$ cat src/rtl/decoder_nto2n_seq.sv
// Registered N-to-NUM_OUT one-hot decoder with DIRECT (hold/pulse) and SCAN (round-robin) modes.
// Optional build macro DEC_OOR_ERR_EN adds a sticky out-of-range error flag (oor_err).
module decoder_nto2n_seq #(
  parameter int SEL_W    = 3,
  parameter int NUM_OUT  = 8,
  parameter int SCAN_DIV = 4
) (
  input  logic               clk,
  input  logic               rst_n,
  input  logic               en,
  input  logic               mode,
  input  logic               pulse,
  input  logic               in_valid,
  output logic               in_ready,
  input  logic [SEL_W-1:0]   sel,
  output logic [NUM_OUT-1:0] y,
  output logic               y_valid,
  output logic [SEL_W-1:0]   idx
`ifdef DEC_OOR_ERR_EN
  ,
  output logic               oor_err
`endif
);

  localparam int DIV_W = (SCAN_DIV > 1) ? $clog2(SCAN_DIV) : 1;
  localparam logic [SEL_W-1:0] LAST_IDX = SEL_W'(NUM_OUT - 1);
  localparam logic [DIV_W-1:0] DIV_LAST = DIV_W'(SCAN_DIV - 1);

  typedef enum logic [1:0] {
    IDLE         = 2'd0,
    DIRECT_HOLD  = 2'd1,
    DIRECT_PULSE = 2'd2,
    SCAN         = 2'd3
  } state_t;

  state_t             state_reg;
  logic [NUM_OUT-1:0] y_reg;
  logic               y_valid_reg;
  logic [SEL_W-1:0]   idx_reg;
  logic [DIV_W-1:0]   div_reg;

  logic [SEL_W-1:0]   scan_idx_next;
  logic [NUM_OUT-1:0] dec_sel;
  logic [NUM_OUT-1:0] dec_scan;
  logic               accept;

  assign in_ready      = rst_n & en & ~mode;
  assign accept        = in_valid & in_ready;
  assign scan_idx_next = (idx_reg == LAST_IDX) ? '0 : idx_reg + SEL_W'(1);

  // Out-of-range indices simply match no output, so the decode is all-zero.
  genvar gi;
  generate
    for (gi = 0; gi < NUM_OUT; gi++) begin : g_dec
      assign dec_sel[gi]  = (sel == SEL_W'(gi));
      assign dec_scan[gi] = (scan_idx_next == SEL_W'(gi));
    end
  endgenerate

  always_ff @(posedge clk) begin
    if (!rst_n) begin
      state_reg   <= IDLE;
      y_reg       <= '0;
      y_valid_reg <= 1'b0;
      idx_reg     <= '0;
      div_reg     <= '0;
    end else if (!en) begin
      state_reg   <= IDLE;
      y_reg       <= '0;
      y_valid_reg <= 1'b0;
      div_reg     <= '0;
    end else if (mode) begin
      if (state_reg != SCAN) begin
        state_reg   <= SCAN;
        y_reg       <= NUM_OUT'(1);
        y_valid_reg <= 1'b1;
        idx_reg     <= '0;
        div_reg     <= '0;
      end else if (div_reg == DIV_LAST) begin
        div_reg <= '0;
        idx_reg <= scan_idx_next;
        y_reg   <= dec_scan;
      end else begin
        div_reg <= div_reg + DIV_W'(1);
      end
    end else if (accept) begin
      // Accept wins over leaving SCAN and over pulse expiry: no zero gap.
      state_reg   <= pulse ? DIRECT_PULSE : DIRECT_HOLD;
      y_reg       <= dec_sel;
      y_valid_reg <= 1'b1;
      idx_reg     <= sel;
      div_reg     <= '0;
    end else if (state_reg == SCAN || state_reg == DIRECT_PULSE) begin
      state_reg   <= IDLE;
      y_reg       <= '0;
      y_valid_reg <= 1'b0;
      div_reg     <= '0;
    end
  end

`ifdef DEC_OOR_ERR_EN
  logic oor_err_reg;
  always_ff @(posedge clk) begin
    if (!rst_n) begin
      oor_err_reg <= 1'b0;
    end else if (accept) begin
      oor_err_reg <= ~|dec_sel;
    end
  end
  assign oor_err = oor_err_reg;
`endif

  assign y       = y_reg;
  assign y_valid = y_valid_reg;
  assign idx     = idx_reg;

endmodule

$ cat config.mk
export PLATFORM = sky130hd
export DESIGN_NAME = decoder_nto2n_seq
export DESIGN_NICKNAME = d
export VERILOG_FILES = /design/src/rtl/decoder_nto2n_seq.sv
export SDC_FILE = /design/constraint.sdc
export NUM_CORES = 1
export LEC_CHECK = 0
export BUFFER_PORTS_ARGS = -buffer_cell sky130_fd_sc_hd__buf_2
export CAP_MARGIN = 20
export CORE_MARGIN = 4
export CORE_UTILIZATION = 40
export CTS_BUF_LIST = sky130_fd_sc_hd__clkbuf_8
export CTS_CLUSTER_SIZE = 40
export DETAILED_ROUTE_END_ITERATION = 8
export GPL_ROUTABILITY_DRIVEN = 0
export GPL_TIMING_DRIVEN = 1
export RECOVER_POWER = 50
export SLEW_MARGIN = 25
export SYNTH_ARGS = -nofsm -noshare
export SYNTH_HDL_FRONTEND = slang
export SYNTH_SLANG_ARGS = --single-unit
$ cat constraint.sdc
create_clock -name clk -period 2.6 [get_ports clk]
set_input_delay 0.13 -clock clk [delete_from_list [all_inputs] [get_ports clk]]
set_output_delay 0.13 -clock clk [all_outputs]
set_load 0.03 [all_outputs]
---- Word level (Yosys, flattened, before mapping) ----
Index checks and enable logic that the tools add are counted.
operators by class
  add/sub/neg operators ................... 2
  multiply operators ...................... 0
  divide/modulo/power cells ............... 0
  $lt $le $gt $ge ......................... 0
  equality and inequality tests ........... 21
  shifts and indexed selects .............. 0
  muxes and demuxes ....................... 23
  bitwise operators ....................... 4
  reductions and logical operators ........ 9
operators by type and width
  operator                                              count
  2-to-1 mux 8 bit                                      5
  equality test 3 bit (second input constant)           9
  2-to-1 mux 2 bit                                      9
  2-to-1 mux 3 bit                                      5
  equality test 3 x 2 -> 1 bit (second input constant)  4
  equality test 2 bit (second input constant)           3
  equality test 3 x 1 -> 1 bit (second input constant)  2
  zero test 3 bit                                       2
  AND reduction 2 bit                                   3
  2-to-1 mux 1 bit                                      4
  adder 3 x 1 -> 3 bit (second input constant)          1
  AND 1 bit                                             3
  != test 3 x 1 -> 1 bit (second input constant)        1
  AND reduction 3 bit                                   1
  nonzero test 3 bit                                    1
  adder 2 x 1 -> 2 bit (second input constant)          1
  != test 2 x 1 -> 1 bit (second input constant)        1
  != test 2 bit (second input constant)                 1
  nonzero test 2 bit                                    1
  logical OR 1 bit                                      1
  inverter 1 bit                                        1
storage, ports and cells
  flip-flop bits (word level) ............. 16
  bits in latches ......................... 0
  memory bits (writable) .................. 0
  ROM bits ................................ 0
  input bits .............................. 9
  output and inout port bits .............. 13
  word-level logic and storage cells ...... 64
  memories kept ........................... 0

---- Longest topological paths before layout ----
Gate-level depths: netlist of the first run.
  word-level depth ........................ 6
  mapped depth ............................ 6
  mapped depth without buffers ............ 5

---- Least setup slack after synthesis of the first run ----
No wires, ideal clock.
  path kind ............................... flip-flop to flip-flop
  from .................................... register idx_reg[1] (netlist: idx[1])
  to ...................................... register y_reg[4] (netlist: y[4])
  setup time .............................. 0.143 ns
  arrival ................................. 1.474 ns
  data required time ...................... 2.457 ns
  slack ................................... 0.983 ns
  cell stages (with the launch flop) ...... 6
  buffers on the path ..................... 0
  path through ............................ dfxtp_1 ha_1 ha_1 and4_1 a32oi_1 a22oi_1
on the way
  cells in the longest elaborated chain, start to end .. 6
RTL lines
  what                                                                line  source
  start: declaration                                                  39    logic [SEL_W-1:0] idx_reg;
  start signal: assignment                                            81    idx_reg <= scan_idx_next;
  start signal: assignment                                            91    idx_reg <= sel;
  adder 3 x 1 -> 3 bit / equality test 3 bit (equally long branches)  49    assign scan_idx_next = (idx_reg == LAST_IDX) ? '0 : idx_reg + SEL_W'(1);
  2-to-1 mux 3 bit (*)                                                49
  equality test 3 bit (*)                                             56    assign dec_scan[gi] = (scan_idx_next == SEL_W'(gi));
  2-to-1 mux 8 bit (*)                                                79    end else if (div_reg == DIV_LAST) begin
  2-to-1 mux 8 bit (*)                                                73    if (state_reg != SCAN) begin
  2-to-1 mux 8 bit (*)                                                72    end else if (mode) begin
  end signal: assignment                                              82    y_reg <= dec_scan;
  end signal: assignment                                              89    y_reg <= dec_sel;
  end: declaration                                                    37    logic [NUM_OUT-1:0] y_reg;
Every way passes the cells marked *; elsewhere a longest branch is shown, timed or not. The select of a mux whose other input is x is not followed.
A chain may end at the register's enable or synchronous reset.

---- Worst setup path after layout of the first run ----
  from .................................... register idx_reg[1] (netlist: idx[1])
  to ...................................... register y_reg[6] (netlist: y[6])
Same word-level chain as after synthesis.

==> key figures, run 1 <==
STA
  • Final Max Slew Viols: 0
  • Post-route minimum period: 1.59 ns
  • Max-slew headroom: 66.1%
  • RSZ-0062 raised after global routing: false
  • Hold WS: 0.124 ns
  • Fin Setup TNS: 0 ns
  • Worst clock skew: 0.00206 ns
  • Worst Max-Slew Pin Slew: 0.507 ns
  • Final period util: 61.2%
  • F_max: 629 MHz
  • Fin. Hold Viols: 0
  • Final Setup Violations: 0

Drt
  • Via density: 5.69
  • 1st-pass router iterations: 4
  • Initial detailed-routing violation count: 25
  • DR vias: 877
  • Wire length per cell: 14.6 um
  • DR DRC count: 0
  • Final ANT Viol Nets: 0
  • Final WL: 2250 um

Power and ir drop
  • Power share of the combinational group: 15.2%
  • Power Dens Cells: 539 nW/um2
  • Switching Fraction: 28.1%
  • Part of the power in registers: 45.6%
  • Clock share of power: 39.2%
  • NetSw: 0.000164 W
  • Int Power: 0.000418 W
  • Peak supply drop: 0.388 mV
  • Lkg Pwr: 0.439 nW

Die
  • Die footprint: 3170 um2
  • I/O pin count: 22
  • Die height: 56.3 um
  • Die X: 56.3 um
  • Standard-cell rows: 17
  • Core area: 2210 um2
  • Initial Util: 42.2%

Critical path
  • Crit path cell chain: ha_1, ha_1, and4_1, a32oi_1, a22oi_1
  • CP Max Fanout: 6
  • Reg2reg path depth: 5
  • Top cell by count, worst path: ha_1
  • Critical Path RT: 2.71 ns
  • Crit-path slowest cell: dfxtp_1
  • Flop-to-flop setup slack: 1.01 ns
  • CP Launch Type: flop
  • Max stage delay on crit path: 0.37 ns
  • Critical Path Sink Type: flop
  • Top cell family by delay on the critical path: adder cells
  • R2R Path End: y[6]
  • Buf/Inv on CP: 0
  • Critical path data arrival time: 1.70 ns
  • Worst r2r src: idx[1]
  • Setup Crit Path Kind: flop to flop

Yosys
  • Netlist cell types: 29
  • Top FF cell, synth: dfxtp_1
  • Synth top cells by count: dfxtp_1 (16), nand2_1 (11), a22oi_1 (8)
  • #FFs+latches synth: 16
  • Average size of a mapped cell: 8.72 um2
  • Synthesized instance count: 107
  • Seq/Total Area, Yosys: 34.3%
  • Ys Warns: 0
  • Yosys top cell area share: 34.3%
  • Synth Net Count: 123
  • Post-synth EDFFs: 0
  • Most area-hungry cell type in the Yosys netlist: dfxtp_1
  • Synthesized area: 933 um2
  • Synth area leaders: dfxtp_1 (34%), ha_1 (9.4%), a32oi_1 (6.6%)
  • Ys async rst share: 0%
  • Most frequent cell after synthesis: dfxtp_1

Final layout
  • Share of cells above drive strength 1: 12.7%
  • Layout Nets: 143
  • Number of diodes: 0
  • Largest register FFs: 8
  • Area grow syn2layout: 15.5%

GRT
  • Vias in the first global route: 789
  • Initial antenna violation count: 0
  • First-pass GRT wire length: 3780 um
  • Largest net degree at the start of global routing: 19
  • Total gr overflow: 0
  • Gr usage total: 15.2%

Clock network
  • CTS H-Tree Depth: 1
  • CTS hold repair buffers: 0
  • CTS resizes: 0
  • Clk slew on worst S/H paths: 0.07 ns
  • CTS tree: built
  • Clk buf depth: 2
  • Root Buffer: clkbuf_8
  • Setup bufs post-CTS: 0
  • Num CTS Buffers: 3
  • Sink Count: 16
  • Clock latency on the worst-skew pair: 0.25 ns

Status
  • Status: complete, no violations

Placed design
  • DPL Wire Length: 1650 um
  • PortBufs: 21

Job
  • # Max-Cap Violations: 0

Worst hold path
  • Min-delay src: pulse
  • Worst hold path depth: 3
  • Min-Delay Endpoint: state_reg[1]
  • HP Class: primary input to flop
how the worst max path moves through the flow:
stage | startpoint | endpoint | cells after the start
after floorplan | idx[1] | y[4] | 5
after global placement | idx[1] | y[4] | 5
after detailed placement | idx[0] | y[6] | 5
after CTS | idx[0] | y[6] | 5
after global routing | idx[0] | y[6] | 5
final | idx[1] | y[6] | 5
worst reg2reg max path, delay by kind of cell, from the launching register on:
kind | cells | cell delay [ns]
AOI/OAI and AO/OA | 2 | 0.34
adders and majority gates | 2 | 0.49
DFF | 1 | 0.37
and+or+nand+nor | 1 | 0.25
area by class of cell:
| type | instances | area [um2] |
|---|---|---|
| clock buffer | 4 | 55.1 |
| multi-input combinational | 78 | 552 |
| inverter | 7 | 26.3 |
| timing repair buffer | 21 | 90.1 |
| fill | 244 | 1130 |
| sequential | 16 | 320 |
| tap | 28 | 35.0 |
cells in the final DEF, fill, tap and decap left out, types with 2 or more instances in the layout:
cell type  instances
a21oi_1            5
a22oi_1            8
a32oi_1            7
and2_1             2
and4_1             2
and4b_1            2
buf_2              9
clkbuf_1          12
clkbuf_8           4
dfxtp_1           16
ha_1               7
inv_1              7
mux2i_1            3
nand2_1           11
nand3_1            3
nor2_1             7
nor2b_1            5
o21ai_0            6
power by group through the flow:
stage | sequential (W) | combinational (W) | clock [W]
after floorplan | 0.000285 | 0.0000454 | 0
after global placement | 0.000270 | 0.0000895 | 0
after detailed placement | 0.000270 | 0.0000905 | 0
after CTS | 0.000265 | 0.0000907 | 0.000236
after global routing | 0.000267 | 0.0000971 | 0.000252
final | 0.000265 | 0.0000883 | 0.000228
per-stage QoR:
| step | setup WS (ns) | utilization (%) | total power [W] | cells | area [um2] |
|---|---|---|---|---|---|
| after CTS | 1.01 | 49.4 | 0.000591 | 154 | 1090 |
| after floorplan | 0.983 | - | 0.000330 | 107 | 933 |
| after global placement | 1.04 | 46.9 | 0.000359 | 150 | 1040 |
| final | 1.01 | 48.8 | 0.000581 | 154 | 1080 |
| after global routing | 0.868 | 48.8 | 0.000616 | 154 | 1080 |
| after detailed placement | 1.02 | 46.9 | 0.000361 | 150 | 1040 |
cell families (layout without fill, tap and decap cells):
family	Yosys count	count (layout)	synth area share (%)
flops	16	16	34.3
simple gates	36	36	21.3
mux	3	3	3.22
fa+ha+maj	7	7	9.38
buf+inv	13	32	6.57
compound gates	32	32	25.2
per-layer routing:
layer  share of wire, %  track usage [%]  wire (um)  up-vias
met2                 49             25.2       1100       23
met5                  0                0          0        -
met1                 45             18.4       1010      418
met4                2.3             8.14         51        0
li1                   -                -          -      431
met3                4.3             2.99         98        5
No activity file was read; power rests on OpenSTA's default activity.
==> run 2, diff against run 1 <==
ABC_AREA = 1   (was not set)
clock period = 1.7 ns   (was 2.6 ns; I/O delays follow)
==> run 2 against run 1 <==
Hold slack lost 0.040 ns. Synthesized cell count is 40% higher. Combinational power up 86%. Die area rose by 7.5%. Synthesized area rose by 8.7%. Via count grew 7.5%. Largest cell class unchanged.
==> key figures, run 2 <==
GRT
  • GR Util met2: 22.3%
  • GR Util met3: 4.17%
  • M1 GR Usage: 17.4%
  • Gr usage total: 13.7%
  • Vias in the first global route: 833
  • Initial antenna violation count: 0
  • First-pass GRT wire length: 3650 um
  • Largest net degree at the start of global routing: 17
  • Total gr overflow: 0
  • Busiest grt layer: met2

Final layout
  • Commonest non-fill, non-tap cell in the layout: nand2_1
  • Fin area: 1150 um2
  • Final std cells w/o fill: 200
  • Share of cells above drive strength 1: 11.0%
  • Multi-input gate area: 574 um2
  • Layout Nets: 189
  • Area grow syn2layout: 13.8%
  • Number of diodes: 0
  • Util after Layout: 49.8%
  • Fillers: 255
  • Most frequent cells in the layout: nand2_1 (38), nor2_1 (27), inv_1 (20), dfxtp_1 (16), nand3_1 (15)
  • Sequential cell area: 320 um2
  • Largest register FFs: 8

Drt
  • Initial detailed-routing violation count: 25
  • Via density: 4.72
  • DR DRC count: 0
  • DR vias: 943
  • Final ANT Viol Nets: 0
  • Wire length per cell: 10.6 um
  • Final WL: 2130 um
  • 1st-pass router iterations: 4

Yosys
  • Synthesized area: 1010 um2
  • Post-synth EDFFs: 0
  • Ys async rst share: 0%
  • Synthesized instance count: 150
  • Yosys top cell area share: 31.6%
  • Most area-hungry cell type in the Yosys netlist: dfxtp_1
  • Netlist cell types: 18
  • Synth top cells by count: nand2_1 (38), nor2_1 (27), inv_1 (20)
  • Ys Warns: 0
  • Average size of a mapped cell: 6.76 um2
  • Synth Net Count: 166
  • Top FF cell, synth: dfxtp_1
  • Seq/Total Area, Yosys: 31.6%
  • Synth area leaders: dfxtp_1 (32%), nand2_1 (14%), nor2_1 (10%)
  • #FFs+latches synth: 16
  • Most frequent cell after synthesis: nand2_1

Die
  • Die height: 58.4 um
  • Core area: 2320 um2
  • Die X: 58.4 um
  • Standard-cell rows: 17
  • Initial Util: 43.8%
  • I/O pin count: 22
  • Die footprint: 3410 um2

Clock network
  • CTS tree: built
  • CTS resizes: 0
  • Sink Count: 16
  • Clk slew on worst S/H paths: 0.06 ns
  • CTS hold repair buffers: 0
  • Setup bufs post-CTS: 0
  • CTS H-Tree Depth: 1
  • Num CTS Buffers: 3
  • Clk buf depth: 2
  • Root Buffer: clkbuf_8
  • Clock latency on the worst-skew pair: 0.25 ns

Critical path
  • Worst setup startpoint: idx[0]
  • Critical Path Sink Type: flop
  • Setup Crit Path Kind: flop to flop
  • Critical Path RT: 1.85 ns
  • Critical path data arrival time: 1.70 ns
  • Worst r2r src: idx[0]
  • CP Max Fanout: 6
  • Reg2reg path depth: 9
  • CP Launch Type: flop

STA
  • Final Setup Violations: 0
  • RSZ-0062 raised after global routing: false
  • F_max: 647 MHz
  • Max-slew headroom: 75.2%
  • Fin Setup TNS: 0 ns
  • Worst Max-Slew Pin Slew: 0.374 ns
  • Post-route minimum period: 1.55 ns
  • Final period util: 91.0%
  • Fin. Hold Viols: 0
  • Worst clock skew: 0.00190 ns
  • Final Max Slew Viols: 0

Job
  • # Max-Cap Violations: 0

Power and ir drop
  • Power Dens Cells: 787 nW/um2
  • Total power: 0.000909 W
  • Peak supply drop: 0.585 mV
  • Lkg Pwr: 0.530 nW

Worst hold path
  • Min-delay src: pulse
  • HP Class: primary input to flop
  • Worst hold path depth: 3

Placed design
  • Area post-placement: 1120 um2
  • DP Cell Count: 196
  • PortBufs: 21
  • DPL Wire Length: 1650 um

Status
  • Status: complete, no violations
==> run 2: kinds of logic after synthesis <==
logic type / synth area share (%)
compound gates: 8.01
fa+ha+maj: 8.63
buf+inv: 11.3
flops: 31.6
simple gates: 40.4
==> run 2: worst paths after layout <==
kind,to,slack [ns]
hold reg to reg,y_valid,0.46
hold / removal,state_reg[1],0.08
setup / recovery,y[0],0.15
setup reg to reg,y[0],0.15
==> run 2: layout make-up <==
type / count / area share [%]
flip-flops and latches: 16 / 27.7
repair buffers: 21 / 7.69
inverters: 21 / 7.04
multi-input cells: 110 / 49.7
well taps: 28 / 3.03
clock buffers: 4 / 4.77
==> run 2: worst max-delay path, cell delays in order, from the launching register on <==
cell     delay (ns)
dfxtp_1        0.37
ha_1           0.22
ha_1           0.35
inv_1          0.11
nand2_1        0.08
nand3_1        0.06
nand2_1        0.05
o21ai_0        0.07
nor2_1         0.09
nor2_1         0.05
==> run 2: metal layers <==
| layer | up-vias | wire (um) |
|---|---|---|
| met5 | - | 0 |
| met4 | 0 | 22 |
| met3 | 4 | 114 |
| met2 | 20 | 990 |
| met1 | 410 | 998 |
| li1 | 509 | - |
==> run 2: through the flow <==
stage	hold WS (ns)	worst slack (ns)
after floorplan	0.205	0.144
after global placement	0.353	0.235
after detailed placement	0.353	0.162
after CTS	0.0783	0.149
after global routing	0.0929	0.0361
final	0.0837	0.153
==> run 2: where the power goes <==
group	total, W	switching [W]	leakage (nW)	internal (W)
clock	0.000343	0.000137	0.0288	0.000206
sequential	0.000403	0.0000117	0.131	0.000391
combinational	0.000164	0.000117	0.371	0.0000464
total	0.000909	0.000266	0.530	0.000643
==> run 3, diff against run 2 <==
PLACE_DENSITY_LB_ADDON = 0.05   (was not set)
==> run 3 against run 2 <==
Count of clock-buffer cells in the layout stayed put. Clock power hardly changed. Largest cell class unchanged. Global-route usage is 0.86 points higher.
==> key figures, run 3 (synthesis gave the netlist of run 2 again) <==
GRT
  • Initial antenna violation count: 0
  • Largest net degree at the start of global routing: 17
  • Vias in the first global route: 899
  • Total gr overflow: 0
  • First-pass GRT wire length: 3820 um
  • Gr usage total: 14.6%

STA
  • Final Max Slew Viols: 0
  • Post-route minimum period: 1.53 ns
  • Max-slew headroom: 75.1%
  • Final Setup Violations: 0
  • RSZ-0062 raised after global routing: false
  • Hold WS: 0.0921 ns
  • Worst clock skew: 0.00447 ns
  • Worst Max-Slew Pin Slew: 0.374 ns
  • Fin. Hold Viols: 0
  • Fin Setup TNS: 0 ns
  • Final period util: 89.7%
  • F_max: 656 MHz

Power and ir drop
  • Lkg Pwr: 0.530 nW
  • Peak supply drop: 0.448 mV
  • Power Dens Cells: 787 nW/um2

Clock network
  • CTS H-Tree Depth: 1
  • Clock latency on the worst-skew pair: 0.25 ns
  • CTS hold repair buffers: 0
  • Clk buf depth: 2
  • Num CTS Buffers: 3
  • CTS resizes: 0
  • Root Buffer: clkbuf_8
  • Clk slew on worst S/H paths: 0.07 ns
  • CTS tree: built
  • Sink Count: 16
  • Setup bufs post-CTS: 0

Critical path
  • CP Max Fanout: 6
  • Critical Path RT: 1.85 ns
  • Critical path depth: 9
  • Buf/Inv on CP: 1
  • Max stage delay on crit path: 0.36 ns
  • CP Launch Type: flop
  • Setup crit end: y[0]
  • Crit-path slowest cell: dfxtp_1
  • Crit path cell chain: ha_1, ha_1, inv_1, nand2_1, nand3_1, nand2_1, o21ai_0, nor2_1, nor2_1
  • Worst setup startpoint: idx[0]
  • Reg2reg path depth: 9
  • R2R Path End: y[0]
  • Critical path data arrival time: 1.68 ns
  • Critical Path Sink Type: flop
  • Top cell family by delay on the critical path: adder cells
  • Worst r2r src: idx[0]
  • Flop-to-flop setup slack: 0.17 ns
  • Setup Crit Path Kind: flop to flop

Worst hold path
  • HP Class: primary input to flop

Drt
  • Via density: 4.76
  • Initial detailed-routing violation count: 15
  • Metal-1 WL: 1050 um
  • Met3 wire length: 81 um
  • DR vias: 952
  • Wire length per cell: 11.3 um
  • Met2 routed WL: 1090 um
  • 1st-pass router iterations: 4
  • Top Layer Used: met4
  • Final WL: 2260 um
  • Final ANT Viol Nets: 0
  • DR DRC count: 0

Die
  • Initial Util: 43.8%
  • Core area: 2320 um2
  • Die height: 58.4 um
  • Standard-cell rows: 17
  • Die footprint: 3410 um2
  • Die X: 58.4 um
  • I/O pin count: 22

Final layout
  • Fin area: 1150 um2
  • Fillers: 255
  • Area grow syn2layout: 13.8%
  • Commonest non-fill, non-tap cell in the layout: nand2_1
  • Final std cells w/o fill: 200
  • Util after Layout: 49.8%
  • Largest register FFs: 8
  • Number of diodes: 0
  • Share of cells above drive strength 1: 11.0%
  • Layout Nets: 189
  • Most frequent cells in the layout: nand2_1 (38), nor2_1 (27), inv_1 (20), dfxtp_1 (16), nand3_1 (15)

Placed design
  • DPL Wire Length: 1760 um
  • DP Cell Count: 196
  • Area post-placement: 1120 um2
  • PortBufs: 21

Job
  • # Max-Cap Violations: 0

Status
  • Status: complete, no violations
run 3: cell counts in the layout (fill, tap and decap cells not counted):
Identical to the previous run, type by type.
run 3: per-layer routing:
| layer | up-vias | track usage (%) |
|---|---|---|
| met4 | 0 | 7.62 |
| met3 | 6 | 3.29 |
| met5 | - | 0 |
| met2 | 15 | 23.9 |
| li1 | 511 | - |
| met1 | 420 | 17.6 |
run 3: power by group:
group	internal [W]	switching, W	total [W]
Combinational	0.0000461	0.000118	0.000164
Clock	0.000205	0.000137	0.000343
Sequential	0.000391	0.0000121	0.000403
run 3: metrics by stage:
stage	setup slack (ns)	total power, W
2_1_floorplan	0.144	0.000531
3_3_place_gp	0.232	0.000577
3_5_place_dp	0.177	0.000580
4_1_cts	0.160	0.000933
5_1_grt	0.0454	0.000969
6_report	0.175	0.000909
run 3: worst min-delay path by stage:
stage | to | slack (ns) | cells after the start | start
after floorplan | idx[2] | 0.21 | 2 | rst_n
after global placement | state_reg[1] | 0.36 | 3 | pulse
after detailed placement | state_reg[1] | 0.36 | 3 | pulse
after CTS | state_reg[1] | 0.09 | 3 | pulse
after global routing | state_reg[1] | 0.09 | 3 | pulse
final | state_reg[1] | 0.09 | 3 | pulse
run 3: final cells by class:
cell class / count / area [um2] / area share, %
Multi-Input combinational cell: 110 / 574 / 49.7
Sequential cell: 16 / 320 / 27.7
Timing Repair Buffer: 21 / 88.8 / 7.69
Inverter: 21 / 81.3 / 7.04
Clock buffer: 4 / 55.1 / 4.77
Tap cell: 28 / 35.0 / 3.03
run 3: worst register-to-register path, delay by kind of cell, from the launching register on:
kind | cells | cell delay, ns
adder cells (fa/ha/maj) | 2 | 0.56
flip-flops | 1 | 0.36
AND/OR/NAND/NOR | 5 | 0.33
buffers and inverters | 1 | 0.11
AO/OA/AOI/OAI | 1 | 0.07
